===== src/rtl/mem_arb.sv =====
// rtl/mem_arb.sv - single-port memory arbiter between instruction fetch and data load/store
// Data wins by default; a saturating starvation counter forces a fetch grant after STARVE data grants.
module mem_arb #(
  parameter int unsigned AW     = 16,
  parameter int unsigned DW     = 32,
  parameter int unsigned STARVE = 4
) (
  input  logic          clk,
  input  logic          rst_f,
  input  logic          if_req,
  input  logic [AW-1:0] if_addr,
  output logic          if_gnt,
  output logic          if_rvalid,
  output logic [DW-1:0] if_rdata,
  input  logic          d_req,
  input  logic          d_we,
  input  logic [AW-1:0] d_addr,
  input  logic [DW-1:0] d_wdata,
  output logic          d_gnt,
  output logic          d_rvalid,
  output logic [DW-1:0] d_rdata,
  output logic          mem_en,
  output logic          mem_we,
  output logic [AW-1:0] mem_addr,
  output logic [DW-1:0] mem_wdata,
  input  logic [DW-1:0] mem_rdata
);

  localparam logic [3:0] STARVE_MAX = 4'(STARVE);

  typedef enum logic [1:0] {
    OWN_NONE  = 2'd0,
    OWN_FETCH = 2'd1,
    OWN_DATA  = 2'd2
  } owner_t;

  logic [3:0] starve_cnt;
  owner_t     owner;
  logic       fetch_win;
  logic       data_win;
  logic       fetch_starved;

  assign fetch_starved = if_req && (starve_cnt == STARVE_MAX);

  // Grants are forced low while reset is held so nothing reaches memory.
  always_comb begin
    fetch_win = 1'b0;
    data_win  = 1'b0;
    if (!rst_f) begin
      if (d_req && !fetch_starved) begin
        data_win = 1'b1;
      end else if (if_req) begin
        fetch_win = 1'b1;
      end
    end
  end

  assign if_gnt    = fetch_win;
  assign d_gnt     = data_win;
  assign mem_en    = fetch_win | data_win;
  assign mem_we    = data_win & d_we;
  assign mem_addr  = data_win ? d_addr : (fetch_win ? if_addr : '0);
  assign mem_wdata = data_win ? d_wdata : '0;

  always_ff @(posedge clk or posedge rst_f) begin
    if (rst_f) begin
      starve_cnt <= 4'd0;
      owner      <= OWN_NONE;
    end else begin
      if (fetch_win || !if_req) begin
        starve_cnt <= 4'd0;
      end else if (data_win && (starve_cnt < STARVE_MAX)) begin
        starve_cnt <= starve_cnt + 4'd1;
      end

      // Writes return nothing, so only reads claim the next-cycle read data.
      if (fetch_win) begin
        owner <= OWN_FETCH;
      end else if (data_win && !d_we) begin
        owner <= OWN_DATA;
      end else begin
        owner <= OWN_NONE;
      end
    end
  end

  assign if_rvalid = (owner == OWN_FETCH);
  assign d_rvalid  = (owner == OWN_DATA);
  assign if_rdata  = if_rvalid ? mem_rdata : '0;
  assign d_rdata   = d_rvalid ? mem_rdata : '0;

endmodule


===== config.mk =====
export PLATFORM = sky130hd
export DESIGN_NAME = mem_arb
export DESIGN_NICKNAME = d
export VERILOG_FILES = /design/src/rtl/mem_arb.sv
export SDC_FILE = /design/constraint.sdc
export NUM_CORES = 1
export LEC_CHECK = 0
export BUFFER_PORTS_ARGS = -buffer_cell sky130_fd_sc_hd__buf_2
export CORE_AREA = 2 2 86 88
export CTS_BUF_LIST = sky130_fd_sc_hd__clkbuf_8 sky130_fd_sc_hd__clkbuf_16
export DETAILED_ROUTE_END_ITERATION = 10
export DIE_AREA = 0 0 88 90
export GPL_ROUTABILITY_DRIVEN = 1
export GPL_TIMING_DRIVEN = 0
export SETUP_SLACK_MARGIN = 0.15
export SYNTH_ARGS = -nofsm -noshare
export SYNTH_HDL_FRONTEND = slang
export SYNTH_SLANG_ARGS = --single-unit

===== constraint.sdc =====
create_clock -name clk -period 2 [get_ports clk]
set_input_delay 0.1 -clock clk [delete_from_list [all_inputs] [get_ports clk]]
set_output_delay 0.1 -clock clk [all_outputs]
set_load 0.05 [all_outputs]

==> results of run 1 <==
-- Yosys cell counts (2+ instances only) --
| library cell | count |
|---|---|
| nor2_1 | 2 |
| dfrtp_1 | 6 |
| and3_1 | 3 |
| ha_1 | 2 |
| inv_1 | 4 |
| a22o_1 | 16 |
| buf_2 | 4 |
| clkbuf_1 | 6 |
| nor2b_1 | 3 |
| and2_1 | 97 |
-- repair_timing --
item,CTS,global route
hold endpoints to repair,6,0
setup endpoints to repair,59,99
pin swaps,7,12
resized for setup,68,81
buffers inserted,4,1
hold buffers,1,0
cloned,2,0
-- worst max-delay path, delay by kind of cell (launching register included) --
family / cells / cell delay (ps)
AO/OA/AOI/OAI: 2 / 540
buffers and inverters: 3 / 380
adder cells (fa/ha/maj): 1 / 140
flip-flops: 1 / 380
AND/OR/NAND/NOR: 1 / 90
-- cell usage in the layout, fill, tap and decap left out, drive strengths merged --
cell type and instances:
dfrtp 6, a21o 1, nor4b 1, clkbuf 11, o21ba 1, and2 97
ha 2, dlygate4sd3 1, buf 229, inv 4, nor2b 3, nor2 2
and3 3, xnor2 1, nor3b 1, a22o 16, mux2 1, a211oi 1
nand2b 1, o211a 1, nand3b 1
-- power by group through the flow --
stage               combinational, mW  clock [mW]  sequential [mW]
floorplan                       0.410           0            0.128
global placement                0.604           0            0.128
detailed placement              0.607           0            0.128
CTS                             0.675       0.187            0.127
global route                    0.755       0.193            0.128
finish                          0.719       0.179            0.127
-- logic make-up (layout without fill, tap and decap cells) --
group	Yosys count	in the layout	share of synthesized area
AO/OA/AOI/OAI	20	20	0.162
XOR/XNOR	1	1	0.00755
adder cells (fa/ha/maj)	2	2	0.0216
buffers and inverters	16	245	0.0658
flip-flops	6	6	0.129
multiplexers	1	1	0.00971
AND/OR/NAND/NOR	109	109	0.604
-- layer usage --
metal | share of wire | global-route usage | vias up
li1 | - | - | 959
met1 | 0.31 | 0.115 | 834
met2 | 0.57 | 0.277 | 136
met3 | 0.10 | 0.0275 | 6
met4 | 0.013 | 0.0346 | 0
met5 | 0 | 0 | -
-- path summary, 6_finish.rpt --
| check | from | to | slack, ps | depth (start not counted) |
|---|---|---|---|---|
| max | starve_cnt[0] | mem_addr[14] | 140 | 7 |
| min | d_we | owner[1] | 60 | 2 |
| max in group asynchronous | rst_f | starve_cnt[1] | 1370 | 3 |
| min in group asynchronous | rst_f | starve_cnt[2] | 430 | 3 |
| max reg2reg | starve_cnt[2] | starve_cnt[1] | 530 | 3 |
| min reg2reg | starve_cnt[3] | starve_cnt[3] | 590 | 1 |
-- area by class of cell --
class	instances	area, um2	share of cell area
sequential	6	150	0.0513
buffer	12	87.6	0.0299
timing repair buffer	226	1470	0.503
inverter	4	15.0	0.00513
tap	99	124	0.0423
clock buffer	3	41.3	0.0141
multi-input combinational	133	1040	0.354
-- stage by stage --
| step | cells | cell area [um2] | hold slack (ps) | power (mW) |
|---|---|---|---|---|
| 2_1_floorplan | 155 | 1170 | -109 | 0.538 |
| 3_3_place_gp | 472 | 2390 | 103 | 0.732 |
| 3_5_place_dp | 472 | 2390 | 106 | 0.736 |
| 4_1_cts | 482 | 2710 | 35.1 | 0.989 |
| 5_1_grt | 483 | 2930 | 65.6 | 1.08 |
| 6_report | 483 | 2930 | 60.5 | 1.03 |
-- sequential cells by signal, summed over array words and instances, names as in the netlist --
register    count
starve_cnt      4
owner           2
==> impl_results.md, run 1 <==
* Maximum vdd drop at 0.000131 V
* Post-synth ARST share at 1.00
* Clock buffer depth at 2
* Slew Viols, Final at 0
* Die area at approximately 0.0079 mm2
* DRT Wirelength at approximately 5900 um
* Largest net degree at the start of global routing at 12
* Count of different cell masters after synthesis at 22
* Crit path kind: reg2out
* Slowest CP cell: dfrtp_1
* Via count at between 1500 and 2000
* Mapped Area at ~0.0012 mm2
* Top Ports at between 200 and 250
* Core box area at approximately 0.007 mm2
* # setup viols final at 0
* CTS tree: done
* Fin crit share at 0.930
* Post-DP HPWL at 4790 um
* DR vias/cell at roughly 4
* Final worst slack at 141 ps
* Fin. Hold Viols at 0
* Hold Crit Class: in2reg
* Clock root buffer: clkbuf_8
* Die Y at roughly 90 um
* Slew @ Worst Pin at about 310 ps
* Net Sw Frac at 0.486
* Tmin final at 1860 ps
* Mapped Avg Cell Area at between 7 and 8 um2
* Prevailing post-synth register cell: dfrtp_1
* Layout cells sized above 1 at 0.661
* Remaining DRCs at 0
* First-pass GRT wire length at between 8000 and 9000 um
* Worst Setup End Kind: output port
* Yosys top cell by area: and2_1
* Synth Register Bits at 6
* Max stage delay on crit path at approximately 380 ps
* Worst-path fanout max at 8
* Req. time, crit path at approximately 1900 ps
* Comb power frac at 0.701
* Nets at between 400 and 500
* Fin util at 0.417
* DR pass1 iterations at 4
* Critical-path cell list: inv_2 > ha_4 > nand3b_4 > o21ba_4 > buf_6 > a22o_4 > buf_8
* Gr usage total at 0.130
* Clock-pin slew of the registers on the worst-case setup and hold paths at around 40 ps
* Cell Rows at 31
* Internal power at roughly 0.53 mW
* Leak at 1.75 nW
* Vias in the first global route at ~1800
* Clock network fraction of design power at 0.175
* Ant diodes at 0
* DRT antenna net count at 0
* Sequential area share after synthesis at 0.129
* Slew headroom at 0.792
* RSZ-0062 raised after global routing: yes
* FMAX at ~0.54 GHz
* Status: finished, final reports clean
* Setup_tns at 0 ps
* Die width at a little under 90 um
* Total CTS buffers at 3
* Setup slack at placement at ~32 ps
* Data arrival, critical path at around 1800 ps
* Grt ovf at 0
* Starting Density at 0.165
* Number of fill cells at about 710
* Clock Skews at between 1.5 and 2 ps
* EDFF count, synth at 0
* Synthesized instance count at approximately 160
* Iter 0 DRT Violations at 8
* Wire per inst at between 10 and 15 um
* Power per cell area at roughly 350 mW/mm2
* Synthesized net count at 258
* Psw at between 0.4 and 0.5 mW
* Initial antenna violation count at 0
* Layout area overhead at 152%
* Port Buffers at 218
* H-tree Lvls at 1
* Synth Warn # at 0
* Max Cap Viol at 0
* Seq pwr share at 0.124
* Routability congestion estimate at 0.824
* Synth top area share at 0.523
* Main area contributors after synthesis: and2_1, dfrtp_1, a22o_1, ha_1, clkbuf_1
* CTS Sinks at 6
* Worst-skew pair later-pin latency at around 220 ps
* Crit path launch type: flip-flop
Note: power is estimated with default switching activity, not from simulation.
==> run 2, diff against run 1 <==
- PLACE_DENSITY: default -> 0.55
==> run 2 against run 1 <==
Against the previous run: register-to-register slack is essentially flat; fmax increased by 2.3%; sequential share of layout area rose by 0.41 points; global-route usage increased by 0.35 points; count of clock-buffer cells in the layout unchanged; clock power barely moved; highest routed layer unchanged.
==> impl_results.md, run 2 (synthesis gave the netlist of run 1 again) <==
* Status: finished, final reports clean
* Clock root buffer: clkbuf_8
* Tmin final at 1820 ps
* Remaining DRCs at 0
* Setup_tns at 0 ps
* Inst Count DP at ~470
* DR vias/cell at approximately 4.0
* Critical-path cell list: inv_2 > ha_4 > nand3b_4 > o21ba_4 > buf_6 > a22o_2 > buf_8
* Clock Skews at 1.09 ps
* Routability congestion estimate at 0.855
* Slew @ Worst Pin at approximately 330 ps
* Req. time, crit path at approximately 1900 ps
* RSZ-0062 raised after global routing: yes
* CTS Sinks at 6
* Max Cap Viol at 0
* Leading cell type in the layout, fill and taps excluded: buf_2
* Clock-pin slew of the registers on the worst-case setup and hold paths at around 40 ps
* Layout area overhead at 134%
* Core box area at about 0.007 mm2
* Critical path buffers and inverters at 3
* Worst Setup End Kind: output port
* Iter 0 DRT Violations at 16
* Fin util at 0.386
* Fin crit share at 0.909
* Total CTS buffers at 3
* Wire per inst at ~12 um
* Hold Crit Class: in2reg
* Max stage delay on crit path at about 380 ps
* Grt ovf at 0
* Slowest CP cell: dfrtp_1
* Power per cell area at 361 mW/mm2
* Layout cells sized above 1 at 0.665
* Final total power at 0.978 mW
* Final non-filler cell total at roughly 480
* Largest register FFs at 4
* Slew headroom at 0.778
* Crit path launch type: flip-flop
* Ant diodes at 0
* Leak at approximately 1.7 nW
* Top Ports at ~220
* Die Y at around 90 um
* Initial antenna violation count at 0
* DR pass1 iterations at 4
* Post-DP HPWL at roughly 5100 um
* Starting Density at 0.165
* Commonest non-fill, non-tap cells in the layout: buf_2, and2_1, buf_4
* First-pass GRT wire length at approximately 8600 um
* Biggest registers after layout: starve_cnt: 4 flops, owner: 2 flops
* Number of fill cells at 761
* Crit path max-delay family: compound AO/OA/AOI/OAI gates
* Maximum vdd drop at approximately 0.00015 V
* Worst-skew pair later-pin latency at 220 ps
* CTS tree: done
* Via count at around 2000
* Vias in the first global route at 1853
* Worst-path fanout max at 10
* Clock buffer depth at 2
* Largest net degree at the start of global routing at 12
* Die area at ~0.008 mm2
* Largest reg by FF count: starve_cnt
* Fin Hold WS at about 51 ps
* FMAX at ~0.55 GHz
* Die width at around 90 um
* # setup viols final at 0
* Nets at between 400 and 500
* H-tree Lvls at 1
* Cell Rows at 31
* DRT antenna net count at 0
* Gr usage total at 0.134
* Slew Viols, Final at 0
* Fin. Hold Viols at 0
* Crit path kind: reg2out
* Data arrival, critical path at approximately 1700 ps
* Port Buffers at between 200 and 250
* DRT Wirelength at 5760 um
-- run 2: cell types whose count changed in the layout (fill, tap and decap cells not counted), moves of 7 or more --
| cell | previous run | this run |
|---|---|---|
| buf_6 | 37 | 20 |
| buf_2 | 168 | 184 |
| buf_4 | 14 | 24 |
| a22o_2 | 0 | 9 |
| a22o_4 | 9 | 0 |
| buf_8 | 10 | 3 |
-- run 2: what timing repair did --
item	4_1_cts	5_1_grt
pin swaps	3	2
setup endpoints to repair	56	74
gates cloned	0	0
setup buffers	7	1
resized for setup	35	59
hold buffers	1	0
hold endpoints to repair	6	0
-- run 2: path summary, 6_finish.rpt --
path	to	startpoint	cells after the start	slack, ps
worst max-delay path	mem_addr[8]	starve_cnt[0]	7	180
worst min-delay path	owner[1]	d_we	2	50
worst max register to register	starve_cnt[1]	starve_cnt[2]	3	530
worst min register to register	starve_cnt[3]	starve_cnt[3]	1	600
max in group asynchronous	starve_cnt[1]	rst_f	3	1380
min in group asynchronous	starve_cnt[3]	rst_f	3	420
-- run 2: area by class of cell --
class                      instances  area [um2]  area share
clock buffer                       3        41.3      0.0152
timing repair buffer             227        1330       0.492
buffer                            12        80.1      0.0295
multi-input combinational        133         968       0.357
sequential                         6         150      0.0554
tap                               99         124      0.0457
inverter                           4        15.0     0.00554
-- run 2: power breakdown --
part / leakage [nW] / switching [mW] / internal, mW
logic: 1.59 / 0.431 / 0.238
registers: 0.0823 / 0.00194 / 0.125
clock network: 0.0216 / 0.0526 / 0.129
total: 1.69 / 0.486 / 0.493
-- run 2: routing by layer --
layer  vias to the layer above  track usage  share of wire
met4                         0       0.0423          0.015
met2                       132        0.271           0.53
met1                       848        0.135           0.35
li1                        959            -              -
met5                         -            0              0
met3                         8       0.0138           0.10
-- run 2: metrics by stage --
| step | cell area (um2) | setup slack [ps] |
|---|---|---|
| 2_1_floorplan | 1170 | 208 |
| 3_3_place_gp | 2390 | 25.2 |
| 3_5_place_dp | 2390 | 43.4 |
| 4_1_cts | 2600 | 146 |
| 5_1_grt | 2710 | 108 |
| 6_report | 2710 | 182 |
